$ cat src/rtl/cpu_run_ctrl_pkg.sv
// Shared definitions for the CPU run controller: state encodings and default timing constants.
package cpu_dbg_pkg;

    typedef enum logic [1:0] {
        ST_RST_HOLD = 2'd0,
        ST_HALTED   = 2'd1,
        ST_RUN      = 2'd2,
        ST_STEP     = 2'd3
    } state_t;

    localparam int          DIV_W_DEF      = 24;
    localparam logic [23:0] DIV_MAX_DEF    = 24'd12_499_999;
    localparam logic [3:0]  RST_CYCLES_DEF = 4'd8;

endpackage

$ cat src/rtl/cpu_run_ctrl_sync_edge.sv
// Two-flop synchronizer for an asynchronous level, followed by a registered rising-edge pulse.
module sync_edge (
    input  logic clk,
    input  logic reset,
    input  logic din,
    output logic pulse
);

    logic meta_q;
    logic sync_q;
    logic sync_d_q;

    always_ff @(posedge clk) begin
        if (reset) begin
            meta_q   <= 1'b0;
            sync_q   <= 1'b0;
            sync_d_q <= 1'b0;
            pulse    <= 1'b0;
        end else begin
            meta_q   <= din;
            sync_q   <= meta_q;
            sync_d_q <= sync_q;
            pulse    <= sync_q & ~sync_d_q;
        end
    end

endmodule

$ cat src/rtl/cpu_run_ctrl.sv
// Execution sequencer: turns VIO run/step/halt/reset requests into a one-cycle CPU clock enable,
// a held CPU reset, and a PC breakpoint stop.
//
// state       | meaning
// ST_RST_HOLD | cpu_reset held for RST_CYCLES clocks, no enables
// ST_HALTED   | idle, waiting for run or step
// ST_RUN      | enable pulse each time the tick counter wraps
// ST_STEP     | single enable pulse, then back to halted
module cpu_run_ctrl
    import cpu_dbg_pkg::*;
#(
    parameter int               DIV_W      = DIV_W_DEF,
    parameter logic [DIV_W-1:0] DIV_MAX    = DIV_W'(DIV_MAX_DEF),
    parameter logic [3:0]       RST_CYCLES = RST_CYCLES_DEF
) (
    input  logic        clk,
    input  logic        reset,
    input  logic        run_req,
    input  logic        step_req,
    input  logic        halt_req,
    input  logic        cpu_rst_req,
    input  logic        bp_en,
    input  logic [31:0] bp_addr,
    input  logic [31:0] pc,
    output logic        cpu_ce,
    output logic        cpu_reset,
    output logic        halted,
    output logic        bp_hit,
    output logic [1:0]  state,
    output logic [31:0] ce_count
);

    logic run_ev, step_ev, halt_ev, rst_ev;

    sync_edge u_sync_run  (.clk(clk), .reset(reset), .din(run_req),     .pulse(run_ev));
    sync_edge u_sync_step (.clk(clk), .reset(reset), .din(step_req),    .pulse(step_ev));
    sync_edge u_sync_halt (.clk(clk), .reset(reset), .din(halt_req),    .pulse(halt_ev));
    sync_edge u_sync_rst  (.clk(clk), .reset(reset), .din(cpu_rst_req), .pulse(rst_ev));

    state_t           state_q, state_nxt;
    logic [3:0]       rst_cnt_q, rst_cnt_nxt;
    logic [DIV_W-1:0] tick_q, tick_nxt;
    logic             skip_q, skip_nxt;
    logic             ce_q, ce_nxt;
    logic             bp_hit_q, bp_hit_nxt;
    logic [31:0]      count_q, count_nxt;
    logic             cpu_reset_q;

    always_ff @(posedge clk) begin
        if (reset) begin
            state_q     <= ST_RST_HOLD;
            rst_cnt_q   <= '0;
            tick_q      <= '0;
            skip_q      <= 1'b0;
            ce_q        <= 1'b0;
            bp_hit_q    <= 1'b0;
            count_q     <= '0;
            cpu_reset_q <= 1'b1;
        end else begin
            state_q     <= state_nxt;
            rst_cnt_q   <= rst_cnt_nxt;
            tick_q      <= tick_nxt;
            skip_q      <= skip_nxt;
            ce_q        <= ce_nxt;
            bp_hit_q    <= bp_hit_nxt;
            count_q     <= count_nxt;
            cpu_reset_q <= (state_nxt == ST_RST_HOLD);
        end
    end

    always_comb begin
        state_nxt   = state_q;
        rst_cnt_nxt = rst_cnt_q;
        tick_nxt    = '0;
        skip_nxt    = skip_q;
        ce_nxt      = 1'b0;
        bp_hit_nxt  = bp_hit_q;
        count_nxt   = count_q;

        if (ce_q && (count_q != '1)) begin
            count_nxt = count_q + 32'd1;
        end

        // CPU reset request outranks everything, including a pulse already in flight.
        if (rst_ev && (state_q != ST_RST_HOLD)) begin
            state_nxt   = ST_RST_HOLD;
            rst_cnt_nxt = '0;
            count_nxt   = '0;
            bp_hit_nxt  = 1'b0;
        end else begin
            unique case (state_q)
                ST_RST_HOLD: begin
                    rst_cnt_nxt = rst_cnt_q + 4'd1;
                    if (rst_cnt_q == RST_CYCLES - 4'd1) begin
                        state_nxt = ST_HALTED;
                    end
                end
                ST_HALTED: begin
                    if (step_ev) begin
                        state_nxt  = ST_STEP;
                        ce_nxt     = 1'b1;
                        bp_hit_nxt = 1'b0;
                    end else if (run_ev) begin
                        state_nxt  = ST_RUN;
                        skip_nxt   = 1'b1;
                        bp_hit_nxt = 1'b0;
                    end
                end
                ST_RUN: begin
                    if (halt_ev) begin
                        state_nxt = ST_HALTED;
                    end else if (tick_q == DIV_MAX) begin
                        // skip_bp lets a resume step off the instruction it stopped on.
                        if (bp_en && (pc == bp_addr) && !skip_q) begin
                            state_nxt  = ST_HALTED;
                            bp_hit_nxt = 1'b1;
                        end else begin
                            ce_nxt   = 1'b1;
                            skip_nxt = 1'b0;
                        end
                    end else begin
                        tick_nxt = tick_q + 1'b1;
                    end
                end
                ST_STEP: begin
                    state_nxt = ST_HALTED;
                end
            endcase
        end
    end

    assign cpu_ce    = ce_q;
    assign cpu_reset = cpu_reset_q;
    assign halted    = (state_q == ST_HALTED);
    assign bp_hit    = bp_hit_q;
    assign state     = state_q;
    assign ce_count  = count_q;

endmodule
$ cat config.mk
export PLATFORM = sky130hd
export DESIGN_NAME = cpu_run_ctrl
export DESIGN_NICKNAME = d
export VERILOG_FILES = /design/src/rtl/cpu_run_ctrl_pkg.sv /design/src/rtl/cpu_run_ctrl_sync_edge.sv /design/src/rtl/cpu_run_ctrl.sv
export SDC_FILE = /design/constraint.sdc
export NUM_CORES = 1
export LEC_CHECK = 0
export CAP_MARGIN = 20
export CELL_PAD_IN_SITES_DETAIL_PLACEMENT = 1
export CELL_PAD_IN_SITES_GLOBAL_PLACEMENT = 2
export CORE_UTILIZATION = 39
export CTS_CLUSTER_DIAMETER = 100
export DETAILED_ROUTE_END_ITERATION = 6
export DONT_BUFFER_PORTS = 1
export PLACE_DENSITY_LB_ADDON = 0.08
export SKIP_CTS_REPAIR_TIMING = 1
export SYNTH_ARGS = -nofsm -noshare
export SYNTH_HDL_FRONTEND = slang
export SYNTH_SLANG_ARGS = --single-unit
$ cat constraint.sdc
create_clock -name clk -period 4.3 [get_ports clk]
set_clock_uncertainty 0.15 [all_clocks]
set_input_delay 0 -clock clk [delete_from_list [all_inputs] [get_ports clk]]
set_output_delay 0 -clock clk [all_outputs]
set_load 0.005 [all_outputs]
==> results_dict.tcl <==
set metrics [dict create \
    status "complete, no violations" \
    fp-row-count 36 \
    nFillCells 1208 \
    layout-drive-gt1-share_pct 5.77 \
    fin_crit_ns 2.53 \
    routed-via-count 3285 \
    synth-xor-area-share_pct 16.5 \
    fmax_ghz 0.395 \
    dr.pass1.iters 4 \
    multi_input_area_um2 2310 \
    clkLatencyLatePin_ns 0.36 \
    dieArea_um2 10900 \
    start_util_pct 40.9 \
    critPathTopFamily "simple AND/OR/NAND/NOR gates" \
    avgSynthCellArea_um2 8.58 \
    cts_root_buf "clkbuf_8" \
    critPathArrivalTime_ns 2.60 \
    globalplace.congestion 0.769 \
    syn_area_um2 4080 \
    power_mw 1.64 \
    clk_pin_slew_worst_paths_ns 0.09 \
    clock-sinks 82 \
    setup.worst_path.start_class "flop" \
    clockBufferDepth 2 \
    postLayoutCoreUtil_pct 44.5 \
    holdCritPathClass "in -> reg" \
    syn_inst 475 \
    synthMuxAreaShare_pct 0.491 \
    die_w_um 104 \
    maxSlewHeadroom_pct 46.3 \
    drc 0 \
    finalHoldViolations 0 \
    fin_crit_sh_pct 58.9 \
    grt_overflow 0 \
    synth_warnings 0 \
    antenna_cells 0 \
    cp_cell_sequence "and3_1, nand3_1, nor4_1, or4_1, nor2_1" \
    yosys.area_share.simple_pct 32.9 \
    final_common_cell "dfxtp_1" \
    antenna_found_initial 0 \
    drt-total-wl_mm 9.34 \
    dp.cells 597 \
    p_leak_nw 1.45 \
    final_max_slew_viol_count 0 \
    cp_num_buf_inv 0 \
    grt_max_degree 41 \
    port_buffers 0 \
    cp_slowest_cell "or4_1" \
    synth_compound_area_share_pct 4.51 \
    grt_setup_unrepaired "no" \
    areaGrowthSynthToFinish_pct 8.63 \
    crit_required_ns 4.37 \
    register_area_um2 1640 \
    worst_pin_slew_ns 0.805 \
    p_per_area_nw_per_um2 371 \
    final-setup-viol-count 0 \
    ys_seq_area_share_pct 40.3 \
    most-common-layout-cells "dfxtp_1 (82), nor2_1 (75), xnor2_1 (47), nand2_1 (31), xor2_1 (30)" \
    grt_usage_pct 18.0 \
    via_per_inst 5.32 \
    synthAdderAreaFrac_pct 2.15 \
    grt_pass1_vias 3319 \
    dp_hpwl_mm 7.06 \
    synth-edff-count 0 \
    dr.first_iter.drc_count 108 \
    numCtsBuffers 9 \
    synth_top_family_by_area "simple AND/OR/NAND/NOR gates" \
    ys_async_sr_fraction_pct 0 \
    nets 558 \
    fp.dieH_um 104 \
    cap_violations 0 \
    ys_ff_latch 82 \
    cts_tree "done" \
    antenna_left 0 \
    post_drt_wl_per_cell_um 15.1 \
    grt_pass1_wl_mm 15.9 \
    worstSetupPathType "reg -> reg" \
    synth.distinct_cells 47 \
    slowest_delay_ns 0.74 \
    ir_worst_vdd_v 0.000225 \
    path_max_fanout 24 \
    ys.flop_type "dfxtp_1" \
    syn-num-nets 553 \
    fin_cells 618 \
    htreeDepth 3 \
    rrSetupSlack_ns 1.77 \
    io_pins 109 \
    core_um2 9950 \
    tns_ns 0 \
    end_kind "flop" \
]
==> state kept, by name (all words and copies together) (netlist names), 2 cells and up <==
register	cells
ce_count	32
tick_q	24
rst_cnt_q	4
state	2
==> cell families (layout without fill, tap and decap cells) <==
group / Yosys count / after routing
AOI/OAI and AO/OA: 28 / 28
and+or+nand+nor: 253 / 253
buffers and inverters: 26 / 36
xor gates and xnor gates: 77 / 77
DFF: 82 / 82
muxes: 2 / 2
adders and majority gates: 7 / 7
==> power breakdown <==
| part | internal (mW) | leakage (nW) | total (mW) | switching (mW) |
|---|---|---|---|---|
| combinational | 0.110 | 0.702 | 0.249 | 0.139 |
| clock | 0.272 | 0.0885 | 0.569 | 0.298 |
| sequential | 0.790 | 0.664 | 0.822 | 0.0320 |
==> synth_stat cells (4+ instances only) <==
library cell | instances | share of area, %
a21oi_1 | 7 | 0.86
and3_1 | 6 | 0.92
clkbuf_1 | 5 | 0.46
dfxtp_1 | 82 | 40
ha_1 | 7 | 2.1
inv_1 | 14 | 1.3
nand2_1 | 31 | 2.9
nand2b_1 | 15 | 2.3
nand3_1 | 28 | 3.4
nand4_1 | 20 | 3.1
nand4b_1 | 4 | 0.86
nor2_1 | 75 | 6.9
nor2b_1 | 22 | 3.4
nor3_1 | 13 | 1.6
nor4_1 | 15 | 2.3
o2111ai_1 | 4 | 0.86
o21ai_0 | 8 | 0.98
xnor2_1 | 47 | 10
xor2_1 | 30 | 6.4
==> stage by stage <==
stage	setup WS [ns]	cell area [um^2]	hold WS, ns
finish	1.77	4430	0.00257
detailed placement	1.74	4180	-0.0752
floorplan	2.17	4080	-0.0709
global route	1.43	4430	0.0247
CTS	1.71	4380	-0.473
global placement	1.80	4180	-0.0772
==> metal layers <==
layer / GRT usage (%) / vias to the layer above / routed length [um]
met5: 0 / - / 0
met2: 29.2 / 62 / 4350
li1: - / 1627 / -
met3: 4.95 / 12 / 441
met4: 7.04 / 0 / 145
met1: 22.7 / 1584 / 4400
==> area by class of cell <==
type / count / area share [%]
multi-input combinational: 367 / 52.1
sequential: 82 / 37.1
tap: 133 / 3.76
clock buffer: 9 / 2.80
clock inverter: 7 / 1.75
timing repair buffer: 6 / 1.30
inverter: 14 / 1.19
==> worst reg2reg max path, stage by stage, from the launching register on <==
cell and delay, ns:
dfxtp_1 0.40, and3_1 0.28, nand3_1 0.10, nor4_1 0.59, or4_1 0.75, nor2_1 0.12
==> worst paths after layout <==
check,startpoint,end,cells past startpoint
setup reg to reg,tick_q[11],tick_q[3],5
setup / recovery,tick_q[11],tick_q[3],5
hold / removal,pc[23],state[0],5
hold reg to reg,u_sync_halt.sync_d_q,u_sync_halt.pulse,1
Note: power is estimated with default switching activity, not from simulation.
